**src/rtl/single_macc_decimator.sv**
```systemverilog
// Decimating 16-tap FIR built around a single time-shared signed 18x18 MAC.
// Define SINGLE_MACC_DECIMATOR_ROUND_EN to round half up before the output shift.
module single_macc_decimator #(
  parameter int DecimationK = 2
) (
  input  logic        Clk_i,
  input  logic        Rst_i,
  input  logic        CoeffClk_i,
  input  logic [3:0]  CoeffAddr_i,
  input  logic [17:0] CoeffData_i,
  input  logic        CoeffWr_i,
  input  logic [17:0] Data_i,
  input  logic        DataNd_i,
  output logic [17:0] Data_o,
  output logic        DataValid_o
);
  localparam logic [1:0] S_IDLE = 2'd0;
  localparam logic [1:0] S_MAC  = 2'd1;
  localparam logic [1:0] S_SAT  = 2'd2;
  localparam logic [1:0] S_OUT  = 2'd3;
  localparam logic [3:0] CNT_LAST = 4'(DecimationK - 1);

  logic [17:0]        r_coeff [16];
  logic [17:0]        r_buf   [32];
  logic [4:0]         r_wptr;
  logic [4:0]         r_base;
  logic [3:0]         r_cnt;
  logic [3:0]         r_tap;
  logic [1:0]         r_state;
  logic signed [39:0] r_acc;
  logic [17:0]        r_res;

  logic               w_unused_coeff_clk;
  logic               w_start;
  logic [4:0]         w_rd_idx;
  logic signed [35:0] w_coef_ext;
  logic signed [35:0] w_samp_ext;
  logic signed [35:0] w_prod;
  logic signed [39:0] w_acc_adj;
  logic signed [39:0] w_shift;
  logic [17:0]        w_sat;

  assign w_unused_coeff_clk = CoeffClk_i;

  // A trigger that lands while a pass is running is dropped; the counter still advances.
  assign w_start = DataNd_i && (r_cnt == CNT_LAST) && (r_state == S_IDLE);

  assign w_rd_idx   = r_base - 5'(r_tap);
  assign w_coef_ext = {{18{r_coeff[r_tap][17]}}, r_coeff[r_tap]};
  assign w_samp_ext = {{18{r_buf[w_rd_idx][17]}}, r_buf[w_rd_idx]};
  assign w_prod     = w_coef_ext * w_samp_ext;

`ifdef SINGLE_MACC_DECIMATOR_ROUND_EN
  assign w_acc_adj = r_acc + 40'sd65536;
`else
  assign w_acc_adj = r_acc;
`endif
  assign w_shift = w_acc_adj >>> 17;

  always_comb begin
    w_sat = w_shift[17:0];
    if (w_shift > 40'sd131071)       w_sat = 18'h1FFFF;
    else if (w_shift < -40'sd131072) w_sat = 18'h20000;
  end

  // Coefficient RAM deliberately survives reset.
  always_ff @(posedge Clk_i) begin
    if (CoeffWr_i) r_coeff[CoeffAddr_i] <= CoeffData_i;
  end

  always_ff @(posedge Clk_i or posedge Rst_i) begin
    if (Rst_i) begin
      for (int i = 0; i < 32; i++) r_buf[i] <= '0;
      r_wptr <= '0;
      r_cnt  <= '0;
    end else if (DataNd_i) begin
      r_buf[r_wptr] <= Data_i;
      r_wptr        <= r_wptr + 5'd1;
      r_cnt         <= (r_cnt == CNT_LAST) ? 4'd0 : r_cnt + 4'd1;
    end
  end

  always_ff @(posedge Clk_i or posedge Rst_i) begin
    if (Rst_i) begin
      r_state     <= S_IDLE;
      r_tap       <= '0;
      r_base      <= '0;
      r_acc       <= '0;
      r_res       <= '0;
      Data_o      <= '0;
      DataValid_o <= 1'b0;
    end else begin
      DataValid_o <= 1'b0;
      case (r_state)
        S_IDLE: begin
          if (w_start) begin
            r_state <= S_MAC;
            r_base  <= r_wptr;
            r_tap   <= '0;
            r_acc   <= '0;
          end
        end
        S_MAC: begin
          r_acc <= r_acc + {{4{w_prod[35]}}, w_prod};
          r_tap <= r_tap + 4'd1;
          if (r_tap == 4'd15) r_state <= S_SAT;
        end
        S_SAT: begin
          r_res   <= w_sat;
          r_state <= S_OUT;
        end
        default: begin
          Data_o      <= r_res;
          DataValid_o <= 1'b1;
          r_state     <= S_IDLE;
        end
      endcase
    end
  end
endmodule

```
**config.mk**
```make
export PLATFORM = sky130hd
export DESIGN_NAME = single_macc_decimator
export DESIGN_NICKNAME = d
export VERILOG_FILES = /design/src/rtl/single_macc_decimator.sv
export SDC_FILE = /design/constraint.sdc
export NUM_CORES = 2
export LEC_CHECK = 0
export CORE_ASPECT_RATIO = 1.2
export CORE_MARGIN = 5
export CORE_UTILIZATION = 35
export DETAILED_ROUTE_END_ITERATION = 10
export SLEW_MARGIN = 20
export SYNTH_ARGS = -nofsm -noshare
export SYNTH_HDL_FRONTEND = slang
export SYNTH_SLANG_ARGS = --single-unit
```
**constraint.sdc**
```tcl
create_clock -name Clk_i -period 38.4 [get_ports Clk_i]
set_clock_uncertainty 0.05 [all_clocks]
set_input_delay 5.76 -clock Clk_i [delete_from_list [all_inputs] [get_ports Clk_i]]
set_output_delay 5.76 -clock Clk_i [all_outputs]
set_load 0.03 [all_outputs]
```
==> run_results.csv <==
group,metric,value,unit
logic_synthesis,ys_warn_count,0,
clocking,clock_sinks,961,
timing,tightestPinTransition,1.18,ns
critical_path,worstSetupStartpointType,"flop",
placed_design,numPortBuffers,62,
logic_synthesis,syn_inst,3963,
critical_path,cpMostUsedCell,"fa_1",
route,viasPerCell,5.04,
logic_synthesis,synth-main-ff-cell,"dfrtp_1",
flow_run,cap_viol_max_count,0,
timing,maxSlewHeadroom,20.9,%
timing,fmax,0.0750,GHz
logic_synthesis,synth_xor_xnor_area_share,1.32,%
logic_synthesis,ys_top_cells_by_count,"673 x dfrtp_1, 604 x mux2_2, 394 x inv_1",
route,wl_per_cell,20.8,um
critical_path,path_class,"flop to flop",
global_routing,grt_max_degree,196,
logic_synthesis,synth_adder_area_share,15.3,%
timing,finalHoldViolCount,0,
logic_synthesis,synth_most_common_cell,"dfrtp_1",
logic_synthesis,synth-simple-area-share,5.87,%
finish,final_net_count,4499,
route,first_pass_iters,7,
finish,fill_cells,14600,
critical_path,reg2reg_slack,25.07,ns
route,antenna_left,0,
min_path,hold_path.class,"flop to flop",
finish,multi_input_area,27400,sq um
logic_synthesis,ys_seq_area_share,46.2,%
clocking,path_clk_slew,0.06,ns
finish,register_area,25500,sq um
global_routing,globalRouteTotalUtil,15.7,%
route,drt-initial-drc-count,1809,
route,wl,128000,um
clocking,cts_buffers,95,
timing,rsz0062_at_grt,"no",
clocking,cts_resized,0,
floorplan,die_area,166000,sq um
global_routing,first_global_vias,33600,
status,status,"completed",
critical_path,crit_path_max_incr_delay,1.28,ns
logic_synthesis,yosys_register_bits,961,
global_routing,overflow,0,
critical_path,cp_max_fo,48,
critical_path,critPathRequiredTime,38.93,ns
logic_synthesis,synth_edf_count,288,
logic_synthesis,yosys-top-cells-area,"dfrtp_1 31%, edfxtp_1 16%, mux2_2 12%, fa_1 12%, mux4_2 10%",
timing,fin_tns_setup,0,ns
timing,timing.final.crit_share,34.7,%
global_routing,antenna_found_initial,13,
global_routing,grt_first_pass_wirelength,202000,um
floorplan,die_h,445,um
logic_synthesis,synth_top_family_by_area,"multiplexers",
logic_synthesis,synth_top_area_share,30.5,%
route,dr_total_vias,31000,
floorplan,start_util,35.2,%
clocking,post_cts_buffers,0,
logic_synthesis,syn_area,55100,sq um
timing,setup_viol,0,
finish,syn_to_final_growth,11.3,%
floorplan,rows,159,
clocking,htree_levels,3,
logic_synthesis,synth_cell_types,76,
timing,period_minus_slack,13.33,ns
critical_path,crit_arrival,13.86,ns
logic_synthesis,avgSynthCellArea,13.9,sq um
logic_synthesis,synth_compound_area_share,3.46,%
clocking,cts_hold_buf,0,
placed_design,dp.cells,5972,
placed_design,gp_congestion,0.780,
clocking,cts_tree,"yes",
timing,slew_viol_final,0,
clocking,clock-root-buffer,"clkbuf_16",
finish,drive_above_1_share,29.0,%
logic_synthesis,synth_top_cell_by_area,"dfrtp_1",
logic_synthesis,async_reset_ff_share,70.0,%
timing,hold_ws,0.439,ns
critical_path,cp-end-kind,"flop",
floorplan,ioPinCount,64,
finish,final_cells,6150,
clocking,cts_buffer_depth,3,
placed_design,hpwl,81700,um
floorplan,dieWidth,372,um
critical_path,critPathSlowestCell,"fa_4",
logic_synthesis,synthesis.nets,4485,
route,route.detailed.drc,0,
logic_synthesis,synthMuxAreaShare,23.3,%
floorplan,core,157000,sq um
clocking,insertion_delay,0.69,ns
==> routing by layer <==
| metal | vias to the layer above | part of all wire, % | global-route usage (%) |
|---|---|---|---|
| li1 | 13900 | - | - |
| met5 | - | 0.064 | 0 |
| met3 | 149 | 3.8 | 2.51 |
| met4 | 12 | 1.9 | 3.55 |
| met1 | 16500 | 43 | 20.4 |
| met2 | 463 | 51 | 27.8 |
==> cell usage in the layout, fill, tap and decap left out, types with 12 or more instances in the layout <==
master           count
clkinv_2            17
mux4_2             253
buf_2               14
inv_1              393
nand2_1            186
mux2_2             604
nor2_2              13
xor2_1              28
ha_1               144
o21ai_0             59
o21a_1              14
nor2b_1             96
a21oi_1             85
xnor2_1             48
clkbuf_1            17
nand3_1             49
edfxtp_1           288
or2_2               12
nor2_4              15
nor3_1              15
clkbuf_8            19
clkdlybuf4s50_1     48
buf_4               63
and2_1              17
clkbuf_16           97
a21o_1              41
nand2b_1            65
nor2_1             158
o21ai_1             12
dfrtp_1            671
fa_1               331
==> flip-flops by register name, indices dropped and copies added (netlist names) <==
| name | flops |
|---|---|
| r_acc | 40 |
| r_state | 2 |
| DataValid_o | 1 |
| r_buf | 576 |
| r_res | 18 |
| r_base | 5 |
| r_tap | 4 |
| r_coeff | 288 |
| r_wptr | 5 |
| Data_o | 18 |
| r_cnt | 4 |
==> worst paths after layout <==
check / startpoint / endpoint / cells after the start
min in group asynchronous: Rst_i / r_buf[371] / 2
hold / removal: r_acc[2] / r_acc[2] / 2
setup reg to reg: r_tap[1] / r_acc[38] / 37
hold reg to reg: r_acc[2] / r_acc[2] / 2
setup / recovery: r_tap[1] / r_acc[38] / 37
max in group asynchronous: Rst_i / r_buf[91] / 5
==> layout make-up <==
cell class                      count  area share (%)
Inverter                          395            2.43
Antenna cell                        3          0.0122
Clock buffer                      134            4.50
Timing Repair Buffer              129            1.78
Multi-Input combinational cell   2395            44.7
Sequential cell                   961            41.5
Tap cell                         2093            4.27
Clock inverter                     40           0.813
==> critical path: cells and delay by family (launching register included) <==
kind	cells	cell delay (ns)
flip-flops	1	0.73
AO/OA/AOI/OAI	12	2.55
adder cells (fa/ha/maj)	9	5.26
AND/OR/NAND/NOR	6	0.98
multiplexers	3	1.68
buffers and inverters	6	1.70
XOR/XNOR	1	0.15
==> kinds of logic after synthesis <==
logic type,count (synthesis)
AOI/OAI and AO/OA,290
xor gates and xnor gates,80
adders and majority gates,477
buffers and inverters,607
DFF,961
muxes,873
and+or+nand+nor,675
==> through the flow <==
stage	instance area, sq um	utilization, %	setup WS (ns)
floorplan	55100	-	13.73
global placement	58100	37.1	25.04
finish	61400	39.2	25.07
global route	61400	39.2	24.19
detailed placement	58100	37.1	24.97
CTS	61400	39.2	24.94
Power is left out: the tool's default activity adds up to more than one toggle a clock period on the data nets, which glitch-free logic cannot reach.
